`src/rtl/load_store_unit.sv`:
```
// MEM-stage load/store unit: byte-addressed RV32I accesses onto a word-wide memory,
// with read-modify-write sub-word stores. Optional counters under LSU_PERF_CNT_EN.
module load_store_unit #(
  parameter int unsigned DEPTH = 1024
) (
  input  logic        Clock,
  input  logic        Reset,
  input  logic        Req,
  input  logic        MemWrite,
  input  logic [2:0]  Funct3,
  input  logic [31:0] Addr,
  input  logic [31:0] StoreData,
  output logic        Busy,
  output logic        LoadValid,
  output logic [31:0] LoadData,
  output logic        Fault,
  output logic [31:0] MemAddress,
  output logic [31:0] MemWriteData,
  output logic        MemWriteEnable,
  output logic        MemReadEn,
  input  logic [31:0] MemReadData
`ifdef LSU_PERF_CNT_EN
  ,
  output logic [31:0] LoadCount,
  output logic [31:0] StoreCount,
  output logic [31:0] FaultCount
`endif
);

  localparam int unsigned XLEN = 32;
  localparam int unsigned HALF = 16;
  localparam logic [2:0] F3_B  = 3'b000;
  localparam logic [2:0] F3_H  = 3'b001;
  localparam logic [2:0] F3_W  = 3'b010;
  localparam logic [2:0] F3_BU = 3'b100;
  localparam logic [2:0] F3_HU = 3'b101;

  typedef enum logic [1:0] {IDLE, LOAD_WAIT, RMW_WRITE} state_t;

  state_t            state, state_nxt;
  logic [XLEN-1:0]   addr_q;
  logic [HALF-1:0]   data_q;
  logic [2:0]        f3_q;
  logic              illegal_c, misalign_c, range_c, fault_c, accept_c;
  logic [XLEN-1:0]   mem_addr_c, mem_wdata_c, load_ext_c, merged_c;
  logic              mem_we_c, mem_re_c;
  logic [7:0]        lane_b_c;
  logic [HALF-1:0]   lane_h_c;

  // Request legality, evaluated only while idle
  always_comb begin
    illegal_c = 1'b1;
    case (Funct3)
      F3_B, F3_H, F3_W: illegal_c = 1'b0;
      F3_BU, F3_HU:     illegal_c = MemWrite;
      default:          illegal_c = 1'b1;
    endcase
    misalign_c = ((Funct3 == F3_H || Funct3 == F3_HU) && Addr[0]) ||
                 ((Funct3 == F3_W) && (Addr[1:0] != 2'b00));
    range_c    = {2'b00, Addr[31:2]} >= XLEN'(DEPTH);
    fault_c    = Req && (state == IDLE) && (illegal_c || misalign_c || range_c);
    accept_c   = Req && (state == IDLE) && !(illegal_c || misalign_c || range_c);
  end

  // Lane extraction for loads and lane replacement for sub-word stores
  always_comb begin
    lane_b_c = MemReadData[7:0];
    case (addr_q[1:0])
      2'd0: lane_b_c = MemReadData[7:0];
      2'd1: lane_b_c = MemReadData[15:8];
      2'd2: lane_b_c = MemReadData[23:16];
      2'd3: lane_b_c = MemReadData[31:24];
      default: lane_b_c = MemReadData[7:0];
    endcase
    lane_h_c = addr_q[1] ? MemReadData[31:16] : MemReadData[15:0];

    case (f3_q)
      F3_B:    load_ext_c = {{24{lane_b_c[7]}}, lane_b_c};
      F3_H:    load_ext_c = {{16{lane_h_c[15]}}, lane_h_c};
      F3_BU:   load_ext_c = {24'h0, lane_b_c};
      F3_HU:   load_ext_c = {16'h0, lane_h_c};
      default: load_ext_c = MemReadData;
    endcase

    merged_c = MemReadData;
    if (f3_q == F3_H) begin
      if (addr_q[1]) merged_c[31:16] = data_q;
      else           merged_c[15:0]  = data_q;
    end else begin
      case (addr_q[1:0])
        2'd0: merged_c[7:0]   = data_q[7:0];
        2'd1: merged_c[15:8]  = data_q[7:0];
        2'd2: merged_c[23:16] = data_q[7:0];
        2'd3: merged_c[31:24] = data_q[7:0];
        default: merged_c = MemReadData;
      endcase
    end
  end

  // Next state and memory-side strobes
  always_comb begin
    state_nxt   = state;
    mem_addr_c  = {2'b00, Addr[31:2]};
    mem_wdata_c = StoreData;
    mem_we_c    = 1'b0;
    mem_re_c    = 1'b0;
    case (state)
      IDLE: begin
        if (accept_c) begin
          if (MemWrite && Funct3 == F3_W) begin
            mem_we_c = 1'b1;
          end else begin
            mem_re_c  = 1'b1;
            state_nxt = MemWrite ? RMW_WRITE : LOAD_WAIT;
          end
        end
      end
      LOAD_WAIT: begin
        mem_addr_c = {2'b00, addr_q[31:2]};
        state_nxt  = IDLE;
      end
      RMW_WRITE: begin
        mem_addr_c  = {2'b00, addr_q[31:2]};
        mem_wdata_c = merged_c;
        mem_we_c    = 1'b1;
        state_nxt   = IDLE;
      end
      default: state_nxt = IDLE;
    endcase
  end

  always_ff @(posedge Clock or negedge Reset) begin
    if (!Reset) begin
      state     <= IDLE;
      LoadValid <= 1'b0;
      LoadData  <= '0;
      Fault     <= 1'b0;
      addr_q    <= '0;
      data_q    <= '0;
      f3_q      <= '0;
    end else begin
      state     <= state_nxt;
      Fault     <= fault_c;
      LoadValid <= (state == LOAD_WAIT);
      if (state == LOAD_WAIT) LoadData <= load_ext_c;
      if (accept_c) begin
        addr_q <= Addr;
        data_q <= StoreData[HALF-1:0];
        f3_q   <= Funct3;
      end
    end
  end

  // Memory interface is silenced while reset is held so an abandoned RMW cannot write
  assign Busy           = (state != IDLE);
  assign MemWriteEnable = Reset & mem_we_c;
  assign MemReadEn      = Reset & mem_re_c;
  assign MemAddress     = Reset ? mem_addr_c : '0;
  assign MemWriteData   = Reset ? mem_wdata_c : '0;

`ifdef LSU_PERF_CNT_EN
  always_ff @(posedge Clock or negedge Reset) begin
    if (!Reset) begin
      LoadCount  <= '0;
      StoreCount <= '0;
      FaultCount <= '0;
    end else begin
      if (accept_c && !MemWrite) LoadCount  <= LoadCount + 32'd1;
      if (accept_c && MemWrite)  StoreCount <= StoreCount + 32'd1;
      if (fault_c)               FaultCount <= FaultCount + 32'd1;
    end
  end
`endif

endmodule

```
`config.mk`:
```
export PLATFORM = sky130hd
export DESIGN_NAME = load_store_unit
export DESIGN_NICKNAME = d
export VERILOG_FILES = /design/src/rtl/load_store_unit.sv
export SDC_FILE = /design/constraint.sdc
export NUM_CORES = 1
export LEC_CHECK = 0
export CAP_MARGIN = 20
export CORE_ASPECT_RATIO = 0.9
export CORE_MARGIN = 4
export CORE_UTILIZATION = 50
export CTS_BUF_LIST = sky130_fd_sc_hd__clkbuf_8
export DETAILED_ROUTE_END_ITERATION = 8
export PLACE_DENSITY_LB_ADDON = 0.05
export SYNTH_ARGS = -nofsm -noshare
export SYNTH_HDL_FRONTEND = slang
export SYNTH_SLANG_ARGS = --single-unit
```
`constraint.sdc`:
```
create_clock -name Clock -period 5.3 [get_ports Clock]
set_clock_uncertainty 0.15 [all_clocks]
set_input_delay 0.795 -clock Clock [delete_from_list [all_inputs] [get_ports Clock]]
set_output_delay 0.795 -clock Clock [all_outputs]
set_load 0.01 [all_outputs]
```
==> results.toml, run 1 <==
[clocking]
cts_tree = "done"
clock_sinks = 87
clockBufferDepth = 2
htreeDepth = 3
cts_resized = 0
clkLatencyLatePin_ps = 370
clockRootBuffer = "clkbuf_8"
clkTransAtPathRegs_ps = 100
cts_buffers = 9
post-cts-setup-buffers = 0
cts.hold.buffers_added = 0

[sta]
period_share_pct = 81.0
maxSlewHeadroom_pct = 35.7
rsz0062_at_grt = "no"
drv_slew = 0
tightest_slew_ps = 962
setup_violations = 0
setup_tns_ps = 0
min_period_ps = 4290
worst_hold_slack_ps = 258
hold_viol_final = 0
clock.fmax_mhz = 233

[setup_path]
end_kind = "output port"
cp_max_fo = 24
ff2ff_setup_slack_ps = 2720
r2r_start = "state[1]$_DFFE_PN0P_"
rr_endpoint = "data_q[2]$_DFFE_PN0N_"
cp-start-kind = "flip-flop"
arrival_ps = 3350
worstPathRequired_ps = 4360
criticalPathCategory = "flip-flop to output port"
reg2reg_depth = 6

[synthesis]
yosys.cell_count.top_type = "dfrtp_1"
ys_async_sr_fraction_pct = 100
synth_edf_count = 0
synthCells = 563
ys_types = 53
ys.warnings.count = 0
ys_seq_area_share_pct = 40.5
yosysTopAreaCell = "dfrtp_1"
avgSynthCellArea_um2 = 9.54
synthFlopType = "dfrtp_1"
synth.area.top_cells = "dfrtp_1 (41%), mux2i_1 (8.6%), mux2_4 (7.3%)"
synth_top_area_share_pct = 40.5
syn-cell-area_um2 = 5370
synth-seq-cells = 87
synth_common_cells = "dfrtp_1 (87), nor2b_1 (53), nand2_1 (49)"

[pwr]
power.switching_w = 0.000380
share_seq_of_total_power_pct = 48.8
pwr-share-clk_pct = 31.6
intPower_w = 0.00102
swShare_pct = 27.2
p_leak_nw = 3.23
p_per_area_nw_per_um2 = 183
ir_worst_vdd_v = 0.000120
power_frac_comb_pct = 19.5

[final_layout]
layout-drive-gt1-share_pct = 8.46
design_area_um2 = 7620
fill_cells = 794
areaGrowthSynthToFinish_pct = 41.8
nNetsFinal = 846

[floorplan]
coreArea_um2 = 10400
rows = 35
ios = 204
fp.dieH_um = 106
start_util_pct = 51.8
fp.dieW_um = 117
die_area_um2 = 12500

[global_route]
grt_pass1_vias = 5070
grt_antenna_before_repair = 1
grt_max_degree = 97
gr-total-overflow = 0
grt_first_pass_wirelength_um = 26100
grtUsageTotal_pct = 26.5

[route]
routed_wirelength_um = 16900
via_per_inst = 5.72
num_vias = 5007
initialDrtViolationCount = 474
drc_errors = 0
ant_nets = 0
drt-pass1-iter-count = 6
wl_per_cell_um = 19.3

[placement]
placed_area_um2 = 7410
port_buffers = 201
post-dp-hpwl_um = 12500
place_congestion = 0.949

[run_status]
outcome = "completed"

[job]
cap_violations = 0

[worst_hold_path]
worstHoldPathType = "primary input to asynchronous set/reset pin"
critical path: stages (launching register included):
cell             delay (ps)
dfrtp_1                 760
or3b_2                  680
a21oi_1                 620
nand2_1                 130
a31oi_1                 210
clkdlybuf4s50_1         580
kinds of logic after synthesis:
| logic type | synth area share (%) |
|---|---|
| buffers and inverters | 5.54 |
| AO/OA/AOI/OAI | 17.6 |
| multiplexers | 17.7 |
| AND/OR/NAND/NOR | 17.9 |
| flip-flops | 40.5 |
| adder cells (fa/ha/maj) | 0.699 |
| other | 0.0698 |
sequential cells by signal (all words and copies together), names as in the netlist:
signal     flops
LoadData      32
addr_q        32
data_q        16
f3_q           3
state          2
Fault          1
LoadValid      1
power by group through the flow:
stage / logic (W) / registers, W / clock network [W]
after global routing: 0.000290 / 0.000684 / 0.000484
after detailed placement: 0.000271 / 0.000696 / 0
after CTS: 0.000273 / 0.000683 / 0.000451
after floorplan: 0.0000689 / 0.000702 / 0
final: 0.000273 / 0.000683 / 0.000442
after global placement: 0.000268 / 0.000696 / 0
how the worst max path moves through the flow:
stage	from	depth (start not counted)	to	slack, ps
floorplan	Addr[13]	5	MemWriteEnable	2070
global placement	Addr[13]	6	MemWriteEnable	1350
detailed placement	Addr[10]	6	MemWriteEnable	1270
CTS	state[0]$_DFFE_PN0P_	6	MemWriteData[14]	1000
global route	f3_q[0]$_DFFE_PN0N_	5	MemWriteData[0]	790
finish	f3_q[0]$_DFFE_PN0N_	5	MemWriteData[3]	1010
cells in the final DEF (no fill, tap or decap), types with 3 or more instances in the layout:
cell / count
a31oi_1: 8
nand2_1: 49
ha_1: 3
a221oi_1: 14
nor2_1: 30
mux2_4: 26
nor4_1: 6
buf_4: 6
a311oi_1: 7
mux2i_1: 46
a21o_1: 13
mux2_2: 7
or3_1: 7
a211o_1: 7
nor2b_1: 53
clkbuf_8: 10
a21oi_1: 37
clkdlybuf4s50_1: 200
o21ai_1: 3
and3b_1: 8
inv_1: 26
o22ai_1: 7
a21boi_0: 7
nand2b_1: 10
dfrtp_1: 87
o21ai_0: 32
per-layer routing:
metal / vias up / global-route usage [%] / share of wire [%]
li1: 2344 / - / -
met2: 209 / 42.9 / 48
met3: 28 / 5.92 / 7.4
met5: - / 0 / 0
met4: 0 / 8.44 / 1.8
met1: 2426 / 35.1 / 42
final cells by class:
cell class | instances | area [µm²] | area share [%]
Clock buffer | 10 | 138 | 1.81
Clock inverter | 6 | 42.5 | 0.558
Antenna cell | 1 | 2.50 | 0.0328
Multi-Input combinational cell | 407 | 2900 | 38.1
Inverter | 27 | 101 | 1.33
Tap cell | 129 | 161 | 2.12
Timing Repair Buffer | 208 | 2090 | 27.5
Sequential cell | 87 | 2180 | 28.6
stage by stage:
step	setup slack [ps]	power [W]	utilization, %	cells
after floorplan	2070	0.000771	-	564
after global placement	1350	0.000964	71.4	857
after global routing	791	0.00146	73.4	875
final	1010	0.00140	73.4	875
after detailed placement	1270	0.000967	71.4	857
after CTS	996	0.00141	73.1	873
Power figures use the tool's default switching activity.
==> inputs of run 2 (changes only) <==
CORE_UTILIZATION = 42   (was 50)
clock period = 3.7 ns   (was 5.3 ns; I/O delays follow)
==> run 2 against run 1 <==
  * Utilization is 10 points lower
  * Sequential power up 43%
  * Die area rose by 18%
  * Worst hold slack better by 95 ps
  * Total power grew 48%
  * Combinational power grew 43%
  * First-iteration DRC count is 39% lower
  * Largest cell class unchanged
==> results.toml, run 2 (same netlist as run 1, synthesis figures left out) <==
[run_status]
outcome = "completed"

[final_layout]
nNetsFinal = 854
reg.largest.list = "LoadData x32, addr_q x32, data_q x16"
final_cells = 914
final_common_cell = "clkdlybuf4s50_1"
areaGrowthSynthToFinish_pct = 43.9
design_area_um2 = 7730
final_cell_mix = "clkdlybuf4s50_1 (200), dfrtp_1 (87), nor2b_1 (53)"
layout-drive-gt1-share_pct = 8.90

[pwr]
p_leak_nw = 3.29
share_seq_of_total_power_pct = 47.2
ir_worst_vdd_v = 0.000236
power.switching_w = 0.000506
power_frac_comb_pct = 18.9
swShare_pct = 24.4
power_w = 0.00207
p_per_area_nw_per_um2 = 268
intPower_w = 0.00157
pwr-share-clk_pct = 33.9

[route]
num_vias = 4931
drt-pass1-iter-count = 5
initialDrtViolationCount = 287
wl_per_cell_um = 18.7
routed_wirelength_um = 17100
ant_nets = 0
drc_errors = 0
via_per_inst = 5.39

[setup_path]
arrival_ps = 2850
cp_max_fo = 20
criticalPathCategory = "primary input to output port"
end_kind = "output port"
worstPathRequired_ps = 2990
ff2ff_setup_slack_ps = 1130
cp-start-kind = "primary input"

[sta]
clock.fmax_mhz = 282
setup_violations = 0
drv_slew = 0
maxSlewHeadroom_pct = 48.7
rsz0062_at_grt = "no"
hold_viol_final = 0
setup_tns_ps = 0
tightest_slew_ps = 770
period_share_pct = 96.0
min_period_ps = 3550

[clocking]
post-cts-setup-buffers = 0
clockBufferDepth = 2
clock_sinks = 87
cts_buffers = 9
clkTransAtPathRegs_ps = 80
htreeDepth = 3
cts_tree = "done"
clkLatencyLatePin_ps = 370
clockRootBuffer = "clkbuf_8"

[floorplan]
start_util_pct = 43.8
fp.dieH_um = 115
ios = 204
die_area_um2 = 14700
coreArea_um2 = 12300
fp.dieW_um = 127
rows = 38

[global_route]
gr-total-overflow = 0
grt_antenna_before_repair = 1
grt_max_degree = 100
grt_pass1_vias = 5037
grtUsageTotal_pct = 23.1
grt_first_pass_wirelength_um = 26500

[placement]
port_buffers = 201
dpl.cell_count = 896
placed_area_um2 = 7510
post-dp-hpwl_um = 12900
place_congestion = 0.886

[worst_hold_path]
worstHoldPathType = "flip-flop to flip-flop"

[job]
cap_violations = 0
## run 2: layout make-up
cell class,count,area [µm²]
sequential,87,2180
inverter,27,101
timing repair buffer,216,2140
tap,160,200
antenna,1,2.50
fill,1062,4530
clock inverter,7,81.3
clock buffer,9,124
multi-input combinational,407,2910
## run 2: worst paths after layout
kind,startpoint,to,depth (start not counted)
max,Reset,MemWriteData[13],6
min,addr_q[28]$_DFFE_PN0N_,addr_q[28]$_DFFE_PN0N_,1
max reg2reg,state[1]$_DFFE_PN0P_,data_q[2]$_DFFE_PN0N_,6
min reg2reg,addr_q[28]$_DFFE_PN0N_,addr_q[28]$_DFFE_PN0N_,1
max in group asynchronous,Reset,LoadData[27]$_DFFE_PN0P_,4
min in group asynchronous,Reset,LoadData[10]$_DFFE_PN0P_,2
## run 2: metal layers
metal	GRT usage [%]	routed length, µm
met1	29.9	7340
met2	38.3	8320
met3	5.06	1040
met4	8.29	400
met5	0	0
## run 2: power groups by stage
stage | Combinational (W) | Sequential (W) | Clock (W)
detailed placement | 0.000391 | 0.000998 | 0
CTS | 0.000395 | 0.000979 | 0.000729
global placement | 0.000387 | 0.000997 | 0
finish | 0.000391 | 0.000978 | 0.000704
floorplan | 0.0000987 | 0.00101 | 0
global route | 0.000420 | 0.000981 | 0.000767
## run 2: metrics by stage
stage	utilization (%)	setup slack, ps	hold WS, ps
after CTS	63.0	68.0	362
after floorplan	-	949	109
after detailed placement	61.2	176	307
final	63.0	150	353
after global routing	63.0	12.6	375
after global placement	61.2	219	312
## run 2: what timing repair did
item	in CTS	in global routing
hold buffers	1	0
gates resized for setup	0	1
endpoints found under the hold margin	15	0
endpoints found under the setup margin	0	7
## run 2: worst max-delay path: stages
cell	delay (ps)
dlygate4sd3_1	550
buf_4	290
nand2_1	340
a221oi_1	410
a21o_1	130
clkdlybuf4s50_1	550
